$ cat config.mk
export PLATFORM = sky130hd
export DESIGN_NAME = uart_tx_ctrl
export DESIGN_NICKNAME = d
export VERILOG_FILES = /design/src/rtl/uart_tx_ctrl_pkg.sv /design/src/rtl/uart_tx_ctrl_sync_fifo.sv /design/src/rtl/uart_tx_ctrl.sv
export SDC_FILE = /design/constraint.sdc
export NUM_CORES = 1
export LEC_CHECK = 0
export BUFFER_PORTS_ARGS = -buffer_cell sky130_fd_sc_hd__buf_2
export CAP_MARGIN = 20
export CORE_UTILIZATION = 51
export DETAILED_ROUTE_END_ITERATION = 10
export PLACE_DENSITY = 0.68
export SLEW_MARGIN = 20
export SYNTH_ARGS = -nofsm -noshare
export SYNTH_HDL_FRONTEND = slang
export SYNTH_SLANG_ARGS = --single-unit
$ cat constraint.sdc
create_clock -name sysclk -period 3.8 [get_ports sysclk]
set_input_delay 0.57 -clock sysclk [delete_from_list [all_inputs] [get_ports sysclk]]
set_output_delay 0.57 -clock sysclk [all_outputs]
set_load 0.02 [all_outputs]
$ cat src/rtl/uart_tx_ctrl_pkg.sv
// Shared UART definitions: line FSM state encodings and the bit-period formula.
// The receive block is expected to import the same package.
package uart_tx_ctrl_pkg;

  typedef enum logic [1:0] {
    IDLE  = 2'd0,
    START = 2'd1,
    DATA  = 2'd2,
    STOP  = 2'd3
  } tx_state_e;

  // Bit period in sysclk cycles, integer divide; callers must keep the result >= 2.
  function automatic int baud_div(input int clk_hz, input int baud);
    return clk_hz / baud;
  endfunction

endpackage

$ cat src/rtl/uart_tx_ctrl_sync_fifo.sv
// Byte FIFO with registered full/empty/count; a push while full is dropped.
module sync_fifo #(
  parameter int W     = 8,
  parameter int DEPTH = 16,
  parameter int AW    = $clog2(DEPTH)
) (
  input  logic          clk,
  input  logic          rst_n,
  input  logic          push,
  input  logic [W-1:0]  din,
  input  logic          pop,
  output logic [W-1:0]  dout,
  output logic          full,
  output logic          empty,
  output logic [AW:0]   count
);

  logic [W-1:0]  mem [DEPTH];
  logic [AW-1:0] wr_ptr, rd_ptr;
  logic [AW:0]   count_nxt;
  logic          push_ok, pop_ok;

  // Full/empty are registered, so drop-on-full holds even with a same-cycle pop.
  assign push_ok = push & ~full;
  assign pop_ok  = pop & ~empty;
  assign dout    = mem[rd_ptr];

  always_comb begin
    count_nxt = count;
    case ({push_ok, pop_ok})
      2'b10:   count_nxt = count + 1'b1;
      2'b01:   count_nxt = count - 1'b1;
      default: count_nxt = count;
    endcase
  end

  always_ff @(posedge clk or negedge rst_n) begin
    if (!rst_n) begin
      wr_ptr <= '0;
      rd_ptr <= '0;
      count  <= '0;
      full   <= 1'b0;
      empty  <= 1'b1;
    end else begin
      if (push_ok) wr_ptr <= wr_ptr + 1'b1;
      if (pop_ok)  rd_ptr <= rd_ptr + 1'b1;
      count <= count_nxt;
      full  <= (count_nxt == (AW+1)'(DEPTH));
      empty <= (count_nxt == '0);
    end
  end

  always_ff @(posedge clk) begin
    if (push_ok) mem[wr_ptr] <= din;
  end

endmodule

$ cat src/rtl/uart_tx_ctrl.sv
// CPU-facing UART transmitter: byte FIFO feeding an 8N1 serialiser, LSB first.
module uart_tx_ctrl
  import uart_tx_ctrl_pkg::*;
#(
  parameter int CLK_HZ     = 100_000_000,
  parameter int BAUD       = 115200,
  parameter int FIFO_DEPTH = 16
) (
  input  logic                        sysclk,
  input  logic                        cpu_resetn,
  input  logic                        wr_en,
  input  logic [7:0]                  wr_data,
  input  logic                        ovf_clr,
  output logic                        fifo_full,
  output logic                        fifo_empty,
  output logic [$clog2(FIFO_DEPTH):0] fifo_count,
  output logic                        tx_busy,
  output logic                        ovf,
  output logic                        uart_tx
);

  localparam int DIV = baud_div(CLK_HZ, BAUD);
  localparam int CW  = (DIV > 1) ? $clog2(DIV) : 1;

  tx_state_e   state, state_nxt;
  logic [CW-1:0] cnt, cnt_nxt;
  logic [2:0]  bit_idx;
  logic [7:0]  shift, fifo_dout;
  logic        pop, bit_end, line_nxt;

  sync_fifo #(.W(8), .DEPTH(FIFO_DEPTH)) u_fifo (
    .clk   (sysclk),
    .rst_n (cpu_resetn),
    .push  (wr_en),
    .din   (wr_data),
    .pop   (pop),
    .dout  (fifo_dout),
    .full  (fifo_full),
    .empty (fifo_empty),
    .count (fifo_count)
  );

  assign bit_end = (cnt == CW'(DIV - 1));
  assign tx_busy = (state != IDLE);

  always_comb begin
    state_nxt = state;
    pop       = 1'b0;
    line_nxt  = 1'b1;
    case (state)
      IDLE: if (!fifo_empty) begin
        pop       = 1'b1;
        state_nxt = START;
      end
      START: begin
        line_nxt = 1'b0;
        if (bit_end) state_nxt = DATA;
      end
      DATA: begin
        line_nxt = shift[0];
        if (bit_end && bit_idx == 3'd7) state_nxt = STOP;
      end
      STOP: if (bit_end) begin
        // Chain straight into the next start bit when more bytes are queued.
        if (!fifo_empty) begin
          pop       = 1'b1;
          state_nxt = START;
        end else begin
          state_nxt = IDLE;
        end
      end
      default: state_nxt = IDLE;
    endcase
    if (state_nxt != state || state == IDLE || bit_end) cnt_nxt = '0;
    else                                                cnt_nxt = cnt + 1'b1;
  end

  always_ff @(posedge sysclk or negedge cpu_resetn) begin
    if (!cpu_resetn) begin
      state   <= IDLE;
      cnt     <= '0;
      bit_idx <= '0;
      shift   <= '0;
      uart_tx <= 1'b1;
      ovf     <= 1'b0;
    end else begin
      state   <= state_nxt;
      cnt     <= cnt_nxt;
      uart_tx <= line_nxt;
      if (pop)                        shift <= fifo_dout;
      else if (state == DATA && bit_end) shift <= {1'b0, shift[7:1]};
      if (state == DATA && bit_end)   bit_idx <= bit_idx + 3'd1;
      else if (state != DATA)         bit_idx <= '0;
      if (wr_en && fifo_full)         ovf <= 1'b1;
      else if (ovf_clr)               ovf <= 1'b0;
    end
  end

endmodule
Word level (Yosys, flattened, before mapping)
Memories as Yosys holds them, arrays and structs flattened.
Cells that the tools add are included.

word-level totals
  register bits after elaboration = 40
  output and inout port bits = 10
  bits in writable memories = 128
  word-level logic and storage cells = 63
  input bits = 12
  memories = 1

memories
  name        depth  width  rd ports  clocked after memory_dff  wr ports  line                          text
  u_fifo.mem  16     8      1         0                         1         uart_tx_ctrl_sync_fifo.sv:18  logic [W-1:0] mem [DEPTH];

operators by class
  eq/ne operators = 10
  multiplexer cells = 20
  bitwise operators = 4
  reduce and logical (&&, ||, !) cells = 11
  add/sub/neg operators = 6

operators by type and width
  operator               number
  $mux 8                 2
  $add 10x1->10 const B  1
  $eq 10x10->1 const B   1
  $mux 10                1
  $pmux 5 s2             1
  $add 4x1->4 const B    2
  $mux 2                 4
  $pmux 2 s4             1
  $reduce_bool 2->1      4
  $mux 1                 7
  $eq 2x2->1 const B     3
  $mux 3                 2
  $add 5x1->5 const B    1
  $eq 5x5->1 const B     1
  $logic_not 5->1        1
  $sub 5x1->5 const B    1
  $eq 2x1->1 const B     2
  $pmux 1 s2             2
  $add 3x1->3 const B    1
  $eq 3x3->1 const B     1
  $logic_and 1x1->1      3
  $and 1x1->1            2
  $logic_not 2->1        1
  $logic_or 1x1->1       2
  other kinds (3)        4

Depth between registers and ports, before layout
  depth in word-level cells = 8
  mapped depth = 15
  depth with buffers taken out = 14

Cells and area by module
From an unflattened synthesis, not the netlist that was laid out.

second synthesis, totals
  cell total of the unflattened synthesis = 398
  area, all modules = 7239.4 sq um

modules (own cells, without submodules)
  module        sequential area each (sq um)  area each (sq um)  cells each  instances
  sync_fifo     4220.3                        5918.2             281         1
  uart_tx_ctrl  626.9                         1321.3             117         1

Least setup slack after synthesis
OpenSTA, ideal clock, no wires.

  path type = register to register
  start point = register state[0]
  end point = register u_fifo.full
  clock period less this slack = 3.032 ns
  buffers on the path = 1
  arrival time = 2.910 ns
  setup time = 0.122 ns
  required time = 3.678 ns
  cell stages (with the launch flop) = 15
  path slack = 0.768 ns
  path through = dfrtp_1 -> inv_1 -> ha_1 -> or3b_4 -> nor4_4 -> nor2_2 -> inv_2 -> ha_1 -> clkbuf_1 -> a21oi_1 -> nor4_1 -> o211ai_2 -> xor2_1 -> inv_1 -> o2111a_1

between the ends
  cells in the longest elaborated chain, start to end = 6
  elaborated cells on any way between the ends = 8
  those cells by class = eq/ne (4); mux (2); bitwise (1); reduce/logical (1)

RTL lines
  what                                           line                          text
  from (decl)                                    uart_tx_ctrl.sv:25            tx_state_e state, state_nxt;
  from (signal assigned)                         uart_tx_ctrl.sv:87            state <= state_nxt;
  $eq 2x2->1 or $logic_not 2->1 (tied branches)  uart_tx_ctrl.sv:50            case (state)
  $pmux 1 s2 (*)                                 uart_tx_ctrl.sv:50
  $and 1x1->1 (*)                                uart_tx_ctrl_sync_fifo.sv:25  assign pop_ok = pop & ~empty;
  $eq 2x1->1 or $eq 2x2->1 (tied branches)       uart_tx_ctrl_sync_fifo.sv:30  case ({push_ok, pop_ok})
  $pmux 5 s2 (*)                                 uart_tx_ctrl_sync_fifo.sv:30
  via u_fifo.count_nxt[4]                        uart_tx_ctrl_sync_fifo.sv:20  logic [AW:0] count_nxt;
  $eq 5x5->1 (*)                                 uart_tx_ctrl_sync_fifo.sv:48  full <= (count_nxt == (AW+1)'(DEPTH));
  to (signal assigned)                           uart_tx_ctrl_sync_fifo.sv:48
  to (decl)                                      uart_tx_ctrl_sync_fifo.sv:13  output logic full,

Mark *: on every way through the listed nets, which the timed path passes. The rest lies on a longest branch.
A chain may end at the register's enable or synchronous reset.

Final worst setup path
Same ends and word-level chain as after synthesis.

==> flow_summary_export.csv <==
group,metric,value,unit
synth,synth_top_area_share,0.531,
clocking,cts_buffer_depth,2,
drt,antenna_left,0,
clocking,clk_root_buffer_cell,"clkbuf_16",
clocking,clk_latency,430,ps
floorplanning,initial_core_util,0.522,
synth,ys_seq_area_frac,0.669,
worst_setup_path,r2r_cells,14,
global_routing,antenna_found_initial,0,
finish,drive_gt1_frac,0.237,
synth,ys_top_cells_by_area,"edfxtp_1 (53%), dfrtp_1 (13%), mux4_2 (10%), ha_1 (2.6%), mux2i_1 (2.1%)",
worst_setup_path,cp-start-kind,"register",
drt,drtPass1Iterations,4,
drt,vias,3730,
clocking,cts_tree,"built",
finish,area_growth_syn_to_layout,12.7,%
power_and_ir_drop,pwr_density_cell,740,nW/um^2
drt,via_per_inst,5.64,
clocking,path_clk_slew,60,ps
sta,slew_headroom,0.375,
clocking,numCtsBuffers,17,
run,drv_cap,0,
worst_setup_path,cp_data_arrival_time,3680,ps
sta,worst_pin_slew,937,ps
finish,fill_cells,1053,
placement,portBuffers,21,
floorplanning,die_y,121,microns
min_path,hold_path.class,"primary input to async pin",
synth,netlist_instances,441,
synth,ys_ff_latch,168,
clocking,cts_sinks,168,
drt,drc_errors,0,
synth,synth_edf_count,128,
finish,layout_common_cells,"edfxtp_1 (128), dfrtp_1 (37), mux4_2 (33)",
floorplanning,dieWidth,121,microns
global_routing,track_usage,0.204,
sta,fin_crit_sh,0.885,
drt,drt_iter0_markers,304,
sta,finalMaxSlewViolations,0,
finish,antennaDiodeCount,0,
finish,layout_commonest_cell,"edfxtp_1",
floorplanning,coreArea,13900,sq um
clocking,cts_hold_buffers,0,
sta,finalWorstPathRequiredPeriod,3360,ps
drt,wire_per_inst,20.0,microns
drt,wirelength,13200,microns
floorplanning,rows,43,
synth,synth-async-reset-ratio,0.238,
synth,synth_warnings,0,
sta,fmax,297,MHz
synth,yosysTopAreaCell,"edfxtp_1",
sta,finalHoldViolCount,0,
synth,ys.flop_type,"edfxtp_1",
sta,skew,8.33,ps
clocking,cts.htree.levels,4,
global_routing,first_global_vias,3861,
power_and_ir_drop,irDropWorstVdd,0.337,mV
sta,rsz0062_at_grt,"false",
synth,yosysUniqueCellTypes,50,
global_routing,grt_max_degree,41,
floorplanning,dieArea,14700,sq um
sta,setup_viol,0,
placement,gp_congestion,0.778,
outcome,outcome,"completed",
clocking,cts_resized,0,
placement,dpl.hpwl,8520,microns
floorplanning,io_pins,22,
synth,syn_nets,468,
finish,final_nets,496,
worst_setup_path,critPathKind,"register to register",
sta,fin_tns_setup,0,ps
synth,netlist_area,7240,sq um
finish,utilization,0.588,
global_routing,grt_overflow,0,
worst_setup_path,path_max_fanout,18,
global_routing,grt_pass1_wl,21300,microns
power_and_ir_drop,p_leak,2.95,nW
clocking,cts_setup_buffers,0,
synth,syn_area_per_cell,16.4,sq um
worst_setup_path,cp-end-kind,"register",
worst_setup_path,critPathRequiredTime,4120,ps
## flip-flops by register name, summed over array words and instances (netlist names), 2 cells and up
name,count
u_fifo.count,5
u_fifo.wr_ptr,4
bit_idx,3
u_fifo.rd_ptr,4
cnt,10
shift,8
u_fifo.mem,128
state,2
## Yosys cell counts, types with 4 or more instances
| library cell | instances |
|---|---|
| clkbuf_1 | 10 |
| nor3_1 | 5 |
| buf_2 | 5 |
| xor2_1 | 5 |
| nand3_1 | 5 |
| o21ai_0 | 6 |
| a211oi_1 | 9 |
| xnor2_1 | 14 |
| nor2b_1 | 7 |
| edfxtp_1 | 128 |
| ha_1 | 15 |
| a21oi_1 | 17 |
| mux2_2 | 4 |
| mux4_2 | 33 |
| nand2_1 | 20 |
| inv_1 | 13 |
| mux2i_1 | 15 |
| nor3b_1 | 5 |
| and2_1 | 18 |
| dfrtp_1 | 38 |
| nor2_1 | 23 |
## layer usage
metal,global-route usage,vias up,share of wire
met5,0,-,0
li1,-,1734,-
met2,0.324,84,0.50
met3,0.0432,20,0.035
met1,0.268,1892,0.45
met4,0.0995,0,0.023
## cell type report
| type | instances | area, sq um | area share |
|---|---|---|---|
| sequential | 168 | 4850 | 0.594 |
| clock inverter | 14 | 196 | 0.0241 |
| inverter | 14 | 52.6 | 0.00644 |
| tap | 180 | 225 | 0.0276 |
| timing repair buffer | 28 | 158 | 0.0193 |
| multi-input combinational | 240 | 2260 | 0.277 |
| clock buffer | 17 | 425 | 0.0521 |
## power breakdown
part,internal (mW),switching [mW],leakage (nW)
registers,2.27,0.294,1.65
clock network,1.10,0.709,0.298
logic,0.804,0.862,0.999
total,4.18,1.87,2.95
## worst max-delay path, stage by stage (launching register included)
cell and delay, ps:
dfrtp_1 400, inv_1 130, ha_1 350, or3b_4 430
nor4_4 270, nor2_2 210, inv_2 170, ha_1 310
o21ai_0 180, nor2_1 110, o21ai_0 110, o211ai_2 180
xor2_1 200, inv_1 80, o2111a_1 120
## path summary, 6_finish.rpt
| check | from | endpoint | slack, ps |
|---|---|---|---|
| setup / recovery | state[0]$_DFF_PN0_ | u_fifo.full$_DFF_PN0_ | 440 |
| min in group sysclk | ovf_clr | ovf$_DFFE_PN0P_ | 330 |
| hold reg to reg | cnt[0]$_DFF_PN0_ | cnt[0]$_DFF_PN0_ | 490 |
| setup reg to reg | state[0]$_DFF_PN0_ | u_fifo.full$_DFF_PN0_ | 440 |
| hold / removal | cpu_resetn | cnt[2]$_DFF_PN0_ | 270 |
| max in group asynchronous | cpu_resetn | u_fifo.rd_ptr[0]$_DFFE_PN0P_ | 2910 |
## cell families (layout without fill, tap and decap cells)
| family | Yosys count | after routing | share of synthesized area |
|---|---|---|---|
| AOI/OAI and AO/OA | 48 | 48 | 0.0478 |
| adders and majority gates | 15 | 15 | 0.0259 |
| and+or+nand+nor | 104 | 104 | 0.0812 |
| xor gates and xnor gates | 21 | 21 | 0.0275 |
| DFF | 168 | 168 | 0.669 |
| buffers and inverters | 33 | 73 | 0.0190 |
| muxes | 52 | 52 | 0.130 |
## through the flow
step | total power, mW | hold slack (ps) | area [sq um] | instances | setup slack, ps
2_1_floorplan | 3.81 | 274 | 7240 | 441 | 768
3_5_place_dp | 4.29 | 481 | 7540 | 630 | 455
6_report | 6.04 | 268 | 8170 | 661 | 436
5_1_grt | 6.36 | 347 | 8170 | 661 | 178
3_3_place_gp | 4.24 | 468 | 7540 | 630 | 609
4_1_cts | 6.10 | 296 | 8170 | 661 | 439
Power figures use the tool's default switching activity.
